==> src/rtl/alu_pkg.sv <==
// Shared ALU definitions: op encoding, illegal-op result and the response
// register state used by the ALU share arbiter.
package alu_pkg;

  typedef enum logic [2:0] {
    ALU_ADD = 3'b000,
    ALU_SUB = 3'b001,
    ALU_AND = 3'b010,
    ALU_OR  = 3'b011,
    ALU_SLT = 3'b100,
    ALU_BEQ = 3'b101
  } alu_op_t;

  localparam logic [31:0] ALU_ILLEGAL_RESULT = 32'hDEADBEEF;

  typedef enum logic {
    EMPTY = 1'b0,
    FULL  = 1'b1
  } rsp_state_t;

endpackage

==> src/rtl/alu_share_arbiter_alu.sv <==
// Purely combinational 32-bit ALU; zero is only meaningful for the BEQ
// compare, every other op reports zero=0.
module alu_share_arbiter_alu
  import alu_pkg::*;
(
  input  logic [31:0] a,
  input  logic [31:0] b,
  input  logic [2:0]  sel,
  output logic [31:0] result,
  output logic        zero
);

  always_comb begin
    // NOTE: defaults first so every path assigns both outputs and no latch is inferred.
    result = ALU_ILLEGAL_RESULT;
    zero   = 1'b0;
    case (sel)
      ALU_ADD: result = a + b;
      ALU_SUB: result = a - b;
      ALU_AND: result = a & b;
      ALU_OR:  result = a | b;
      ALU_SLT: result = {31'd0, (a < b)};
      ALU_BEQ: begin
        result = a - b;
        zero   = (a == b);
      end
      default: ;
    endcase
  end

endmodule

==> src/rtl/alu_share_arbiter.sv <==
// Round-robin share of one ALU between NUM_REQ valid/ready requesters, with a
// single registered, ID-tagged response held under rsp_ready backpressure.
module alu_share_arbiter
  import alu_pkg::*;
#(
  parameter int NUM_REQ = 2,
  parameter int ID_W    = $clog2(NUM_REQ)
) (
  input  logic                   clk,
  input  logic                   rst_n,
  input  logic [NUM_REQ-1:0]     req_valid,
  output logic [NUM_REQ-1:0]     req_ready,
  input  logic [NUM_REQ*32-1:0]  req_a,
  input  logic [NUM_REQ*32-1:0]  req_b,
  input  logic [NUM_REQ*3-1:0]   req_sel,
  output logic                   rsp_valid,
  input  logic                   rsp_ready,
  output logic [ID_W-1:0]        rsp_id,
  output logic [31:0]            rsp_result,
  output logic                   rsp_zero,
  output logic [31:0]            busy_cnt
);

  rsp_state_t      state_q, state_d;
  logic [ID_W-1:0] ptr_q;
  logic [ID_W:0]   pick;
  logic            gnt_found;
  logic [ID_W-1:0] gnt_idx;
  logic            can_accept;
  logic            accept;
  logic [31:0]     alu_a, alu_b, alu_result;
  logic [2:0]      alu_sel;
  logic            alu_zero;

  // Returns {found, index} of the first valid requester at or after ptr,
  // scanning circularly; later loop iterations override earlier ones, so
  // the scan runs from the farthest offset down to offset zero.
  function automatic logic [ID_W:0] rr_pick(input logic [NUM_REQ-1:0] valid,
                                            input logic [ID_W-1:0]    ptr);
    logic [ID_W:0] res;
    int            idx;
    res = '0;
    for (int k = NUM_REQ - 1; k >= 0; k--) begin
      idx = (int'(ptr) + k) % NUM_REQ;
      if (valid[idx]) res = {1'b1, idx[ID_W-1:0]};
    end
    return res;
  endfunction

  assign pick      = rr_pick(req_valid, ptr_q);
  assign gnt_found = pick[ID_W];
  assign gnt_idx   = pick[ID_W-1:0];

  assign alu_a   = req_a[gnt_idx*32 +: 32];
  assign alu_b   = req_b[gnt_idx*32 +: 32];
  assign alu_sel = req_sel[gnt_idx*3 +: 3];

  alu_share_arbiter_alu u_alu (
    .a      (alu_a),
    .b      (alu_b),
    .sel    (alu_sel),
    .result (alu_result),
    .zero   (alu_zero)
  );

  always_ff @(posedge clk or negedge rst_n) begin
    // NOTE: sequential state uses non-blocking assignments so all flops update together.
    if (!rst_n) state_q <= EMPTY;
    else        state_q <= state_d;
  end

  always_comb begin
    state_d = state_q;
    case (state_q)
      EMPTY:   if (accept) state_d = FULL;
      FULL:    if (rsp_ready && !accept) state_d = EMPTY;
      default: state_d = EMPTY;
    endcase
  end

  // Grant is suppressed while reset is held so no requester sees a handshake.
  always_comb begin
    can_accept = (state_q == EMPTY) || rsp_ready;
    req_ready  = '0;
    if (rst_n && can_accept && gnt_found) req_ready[gnt_idx] = 1'b1;
  end

  assign accept    = |(req_valid & req_ready);
  assign rsp_valid = (state_q == FULL);

  always_ff @(posedge clk or negedge rst_n) begin
    if (!rst_n) begin
      rsp_id     <= '0;
      rsp_result <= '0;
      rsp_zero   <= 1'b0;
      busy_cnt   <= '0;
      ptr_q      <= '0;
    end else if (accept) begin
      rsp_id     <= gnt_idx;
      rsp_result <= alu_result;
      rsp_zero   <= alu_zero;
      busy_cnt   <= busy_cnt + 32'd1;
      ptr_q      <= (gnt_idx == ID_W'(NUM_REQ - 1)) ? '0 : gnt_idx + 1'b1;
    end
  end

endmodule
==> config.mk <==
export PLATFORM = sky130hd
export DESIGN_NAME = alu_share_arbiter
export DESIGN_NICKNAME = d
export VERILOG_FILES = /design/src/rtl/alu_pkg.sv /design/src/rtl/alu_share_arbiter_alu.sv /design/src/rtl/alu_share_arbiter.sv
export SDC_FILE = /design/constraint.sdc
export NUM_CORES = 1
export LEC_CHECK = 0
export CAP_MARGIN = 10
export CORE_ASPECT_RATIO = 0.8
export CORE_UTILIZATION = 52
export CTS_CLUSTER_SIZE = 16
export DETAILED_ROUTE_END_ITERATION = 8
export PLACE_DENSITY = 0.83
export SLEW_MARGIN = 40
export SYNTH_ARGS = -nofsm -noshare
export SYNTH_HDL_FRONTEND = slang
export SYNTH_HIERARCHICAL = 1
export SYNTH_SLANG_ARGS = --single-unit
==> constraint.sdc <==
create_clock -name clk -period 4.75 [get_ports clk]
set_clock_uncertainty 0.05 [all_clocks]
set_input_delay 0.7125 -clock clk [delete_from_list [all_inputs] [get_ports clk]]
set_output_delay 0.7125 -clock clk [all_outputs]
set_load 0.005 [all_outputs]
==> results of run 1 <==
power breakdown:
| group | leakage (nW) | internal [W] | total, W | switching [W] |
|---|---|---|---|---|
| sequential | 0.860 | 0.000688 | 0.000784 | 0.0000960 |
| clock | 0.167 | 0.000514 | 0.000772 | 0.000259 |
| combinational | 5.00 | 0.00112 | 0.00226 | 0.00115 |
| total | 6.03 | 0.00232 | 0.00382 | 0.00150 |
what timing repair did:
action,CTS,global route
pin swaps,0,6
hold endpoints to repair,0,0
gates cloned,0,0
resized for setup,1,28
setup endpoints to repair,1,16
buffers inserted,0,2
final timing paths:
path,start,end,slack (ns)
worst max-delay path,req_valid[0],rsp_result[15]$_DFFE_PN0P_,0.11
worst min-delay path,rst_n,busy_cnt[26]$_DFFE_PN0P_,0.38
worst max register to register,ptr_q$_DFFE_PN0P_,rsp_result[15]$_DFFE_PN0P_,0.62
worst min register to register,busy_cnt[31]$_DFFE_PN0P_,busy_cnt[31]$_DFFE_PN0P_,0.43
max in group asynchronous,rst_n,rsp_result[3]$_DFFE_PN0P_,3.72
min in group clk,busy_cnt[31]$_DFFE_PN0P_,busy_cnt[31]$_DFFE_PN0P_,0.43
state kept, by name, indices dropped and copies added, names as in the netlist:
signal      count
rsp_valid       1
rsp_id          1
busy_cnt       32
ptr_q           1
rsp_zero        1
rsp_result     32
per-layer routing:
layer / vias up / GRT usage (%) / wire length, µm
met5: - / 0 / 0
met2: 593 / 60.21 / 14490
met1: 4830 / 50.33 / 13900
li1: 4725 / - / -
met3: 112 / 6.977 / 2874
met4: 0 / 13.02 / 1115
metrics by stage:
stage / total power, W / area [µm²]
2_1_floorplan: 0.001860 / 8678
3_3_place_gp: 0.002886 / 12290
3_5_place_dp: 0.002928 / 12310
4_1_cts: 0.003720 / 12660
5_1_grt: 0.004030 / 12800
6_report: 0.003821 / 12800
cell families (layout without fill, tap and decap cells):
kind of cell | count (synthesis) | in the layout
mux | 69 | 69
xor+xnor | 39 | 39
buf+inv | 171 | 536
compound gates | 319 | 319
flops | 68 | 68
simple gates | 362 | 362
fa+ha+maj | 109 | 109
cells in the mapped netlist (all sizes together) (8+ instances only):
| cell type | count | share of area [%] |
|---|---|---|
| xnor2 | 23 | 2.3 |
| a21oi | 83 | 4.8 |
| o21ai | 82 | 4.9 |
| clkbuf | 47 | 2.3 |
| o211ai | 10 | 0.87 |
| nor4 | 19 | 1.4 |
| o21a | 9 | 0.87 |
| nor2 | 81 | 3.5 |
| o21bai | 16 | 1.4 |
| nand3 | 27 | 1.6 |
| and3 | 11 | 0.81 |
| a21o | 13 | 1.1 |
| xor2 | 16 | 1.6 |
| nor3 | 20 | 1.2 |
| nand4 | 17 | 1.3 |
| buf | 21 | 1.5 |
| o22ai | 18 | 1.3 |
| o31ai | 12 | 1.0 |
| nand2b | 8 | 0.66 |
| mux2 | 67 | 8.7 |
| dfrtp | 68 | 20 |
| nand2 | 152 | 6.6 |
| inv | 103 | 4.5 |
| a221oi | 19 | 1.9 |
| ha | 107 | 15 |
cell type report:
type                    count  area [µm²]  share of cell area (%)
repair buffers            417        3697                   28.89
flip-flops and latches     68        1702                   13.29
clock inverters             6       112.6                  0.8798
multi-input cells         898        6404                   50.03
clock buffers              10       229.0                   1.789
well taps                 215       269.0                   2.102
inverters                 103       386.6                   3.021
==> results.py, run 1 <==
metrics = {
    "run_status": {
        "run_status": "complete, no violations",
    },
    "cts": {
        "cts_buffer_depth": 2,
        "cts_tree": "done",
        "clock_insertion_delay_worst_skew_ns": 0.34,
        "cts_hold_repair.buffers": 0,
        "htree_levels": 3,
        "numClockSinks": 68,
        "worst_setup_hold_path_clk_slew_ns": 0.06,
        "clock-root-buffer": "clkbuf_16",
        "numCtsBuffers": 9,
    },
    "critical_path": {
        "critical-path-top-cell-by-count": "buf_4",
        "cpLargestDelayFamily": "buffers and inverters",
        "crit_buf_inv": 8,
        "crit_path_start_kind": "input port",
        "critical_path.cell_chain": "clkdlybuf4s50_1 > inv_1 > o21ai_4 > buf_12 > buf_4 > buf_4 > mux2_2 > buf_4 > ha_1 > or4_2 > o21ai_2 > buf_4 > o21ai_0 > a31oi_1 > buf_4 > a221oi_1 > o21ai_0 > nand2_1 > nand2_1",
        "ws_path_type": "in2reg",
        "critical_path.max_stage_delay_ns": 0.67,
        "path_depth": 19,
        "end_kind": "flip-flop",
        "path_max_fanout": 6,
        "critPathArrivalTime_ns": 4.87,
        "critPathRequiredTime_ns": 4.97,
        "worst_reg2reg_path_length_in_cells": 17,
        "critPathSlowestCell": "or4_2",
    },
    "floorplanning": {
        "x_dimension_of_the_die_um": 146.4,
        "io_pins": 208,
        "dieArea_um2": 17210,
        "core.rowCount": 41,
        "initial_core_util_pct": 54.05,
        "fp.coreArea_um2": 16060,
        "die_y_um": 117.5,
    },
    "logic_synthesis": {
        "synth-compound-area-share_pct": 24.06,
        "synth-adder-area-share_pct": 15.89,
        "syn_inst": 1137,
        "synth_area_per_cell_um2": 7.633,
        "synth-warning-count": 6,
        "synthFlopType": "dfrtp_1",
        "portion_of_netlist_area_occupied_by_mux_cells_pct": 8.924,
        "synth_top_family_by_area": "compound AO/OA/AOI/OAI gates",
        "seq_area_frac_synth_pct": 19.61,
        "postSynthNetCount": 1385,
        "synth_enable_flop_cells": 0,
        "xor_and_xnor_fraction_of_the_mapped_netlist_area_pct": 3.936,
        "synth.lib_cells_used.distinct": 76,
        "async_reset_ff_share_pct": 100.0,
        "yosys_register_bits": 68,
        "yosys.area_share.simple_pct": 19.31,
        "synthesis.area_um2": 8678,
    },
    "sta": {
        "fmax_ghz": 0.2154,
        "final_worst_path_cycle_share_pct": 97.73,
        "final_hold_slack_ns": 0.3832,
        "finalWorstSetupSlack_ns": 0.1076,
        "slew_of_the_pin_with_the_lowest_slew_margin_ns": 0.5483,
        "rsz0062_at_grt": "yes",
        "slew_hr_pct": 63.06,
        "post-route-min-period_ns": 4.642,
        "setup-tns-final_ns": 0,
        "final_hold_viol_count": 0,
        "report.final.slew_viol_count": 0,
        "setup_violations": 0,
    },
    "route": {
        "drc": 0,
        "wl_um": 32380,
        "drt-vias-per-instance": 5.976,
        "first_pass_iters": 5,
        "detail_route.wl_per_cell_um": 18.86,
        "antenna_violating_nets_post_route": 0,
        "dr_vias": 10260,
        "drt_iter0_markers": 1132,
    },
    "layout": {
        "final_common_cell": "clkdlybuf4s50_1",
        "antenna_cells_inserted": 0,
        "drive_gt1_share_pct": 22.50,
        "final-instance-count-excl-fill": 1717,
        "syn2layout_area_growth_pct": 47.49,
        "final.fill_count": 1098,
        "final_net_count": 1745,
        "finalCoreUtilization_pct": 79.72,
        "layout.cells.most_common_list": "206 x clkdlybuf4s50_1, 205 x buf_4, 152 x nand2_1",
    },
    "placed_design": {
        "finalWeightedCongestion": 1.021,
        "dp.final_hpwl_um": 24710,
        "place_worst_setup_slack_ns": -0.3536,
        "dpl.cell_count": 1699,
        "io_buffers": 207,
    },
    "global_route": {
        "antenna_found_initial": 0,
        "grt_pass1_wl_um": 52290,
        "grt_max_degree": 55,
        "grt.total_usage_pct": 37.53,
        "global_route.overflow_total": 0,
        "first_global_vias": 10090,
    },
    "run": {
        "max_cap_violations": 0,
    },
    "power": {
        "power-per-cell-area_nw_per_um2": 298.5,
        "p_leak_nw": 6.027,
        "ir_worst_vdd_v": 0.0002902,
    },
    "hold_path": {
        "hp-class": "in2async",
    },
}
Power figures use the tool's default switching activity.
==> inputs of run 2 (changes only) <==
ABC_CLOCK_PERIOD_IN_PS = 4750   (was not set)
==> results of run 2 <==
Same layout as run 1: the final DEF is identical, and so are final timing and power.
==> inputs of run 3 (changes only) <==
ABC_AREA = 0   (was not set)
==> results of run 3 <==
Same layout as run 1: the final DEF is identical, and so are final timing and power.
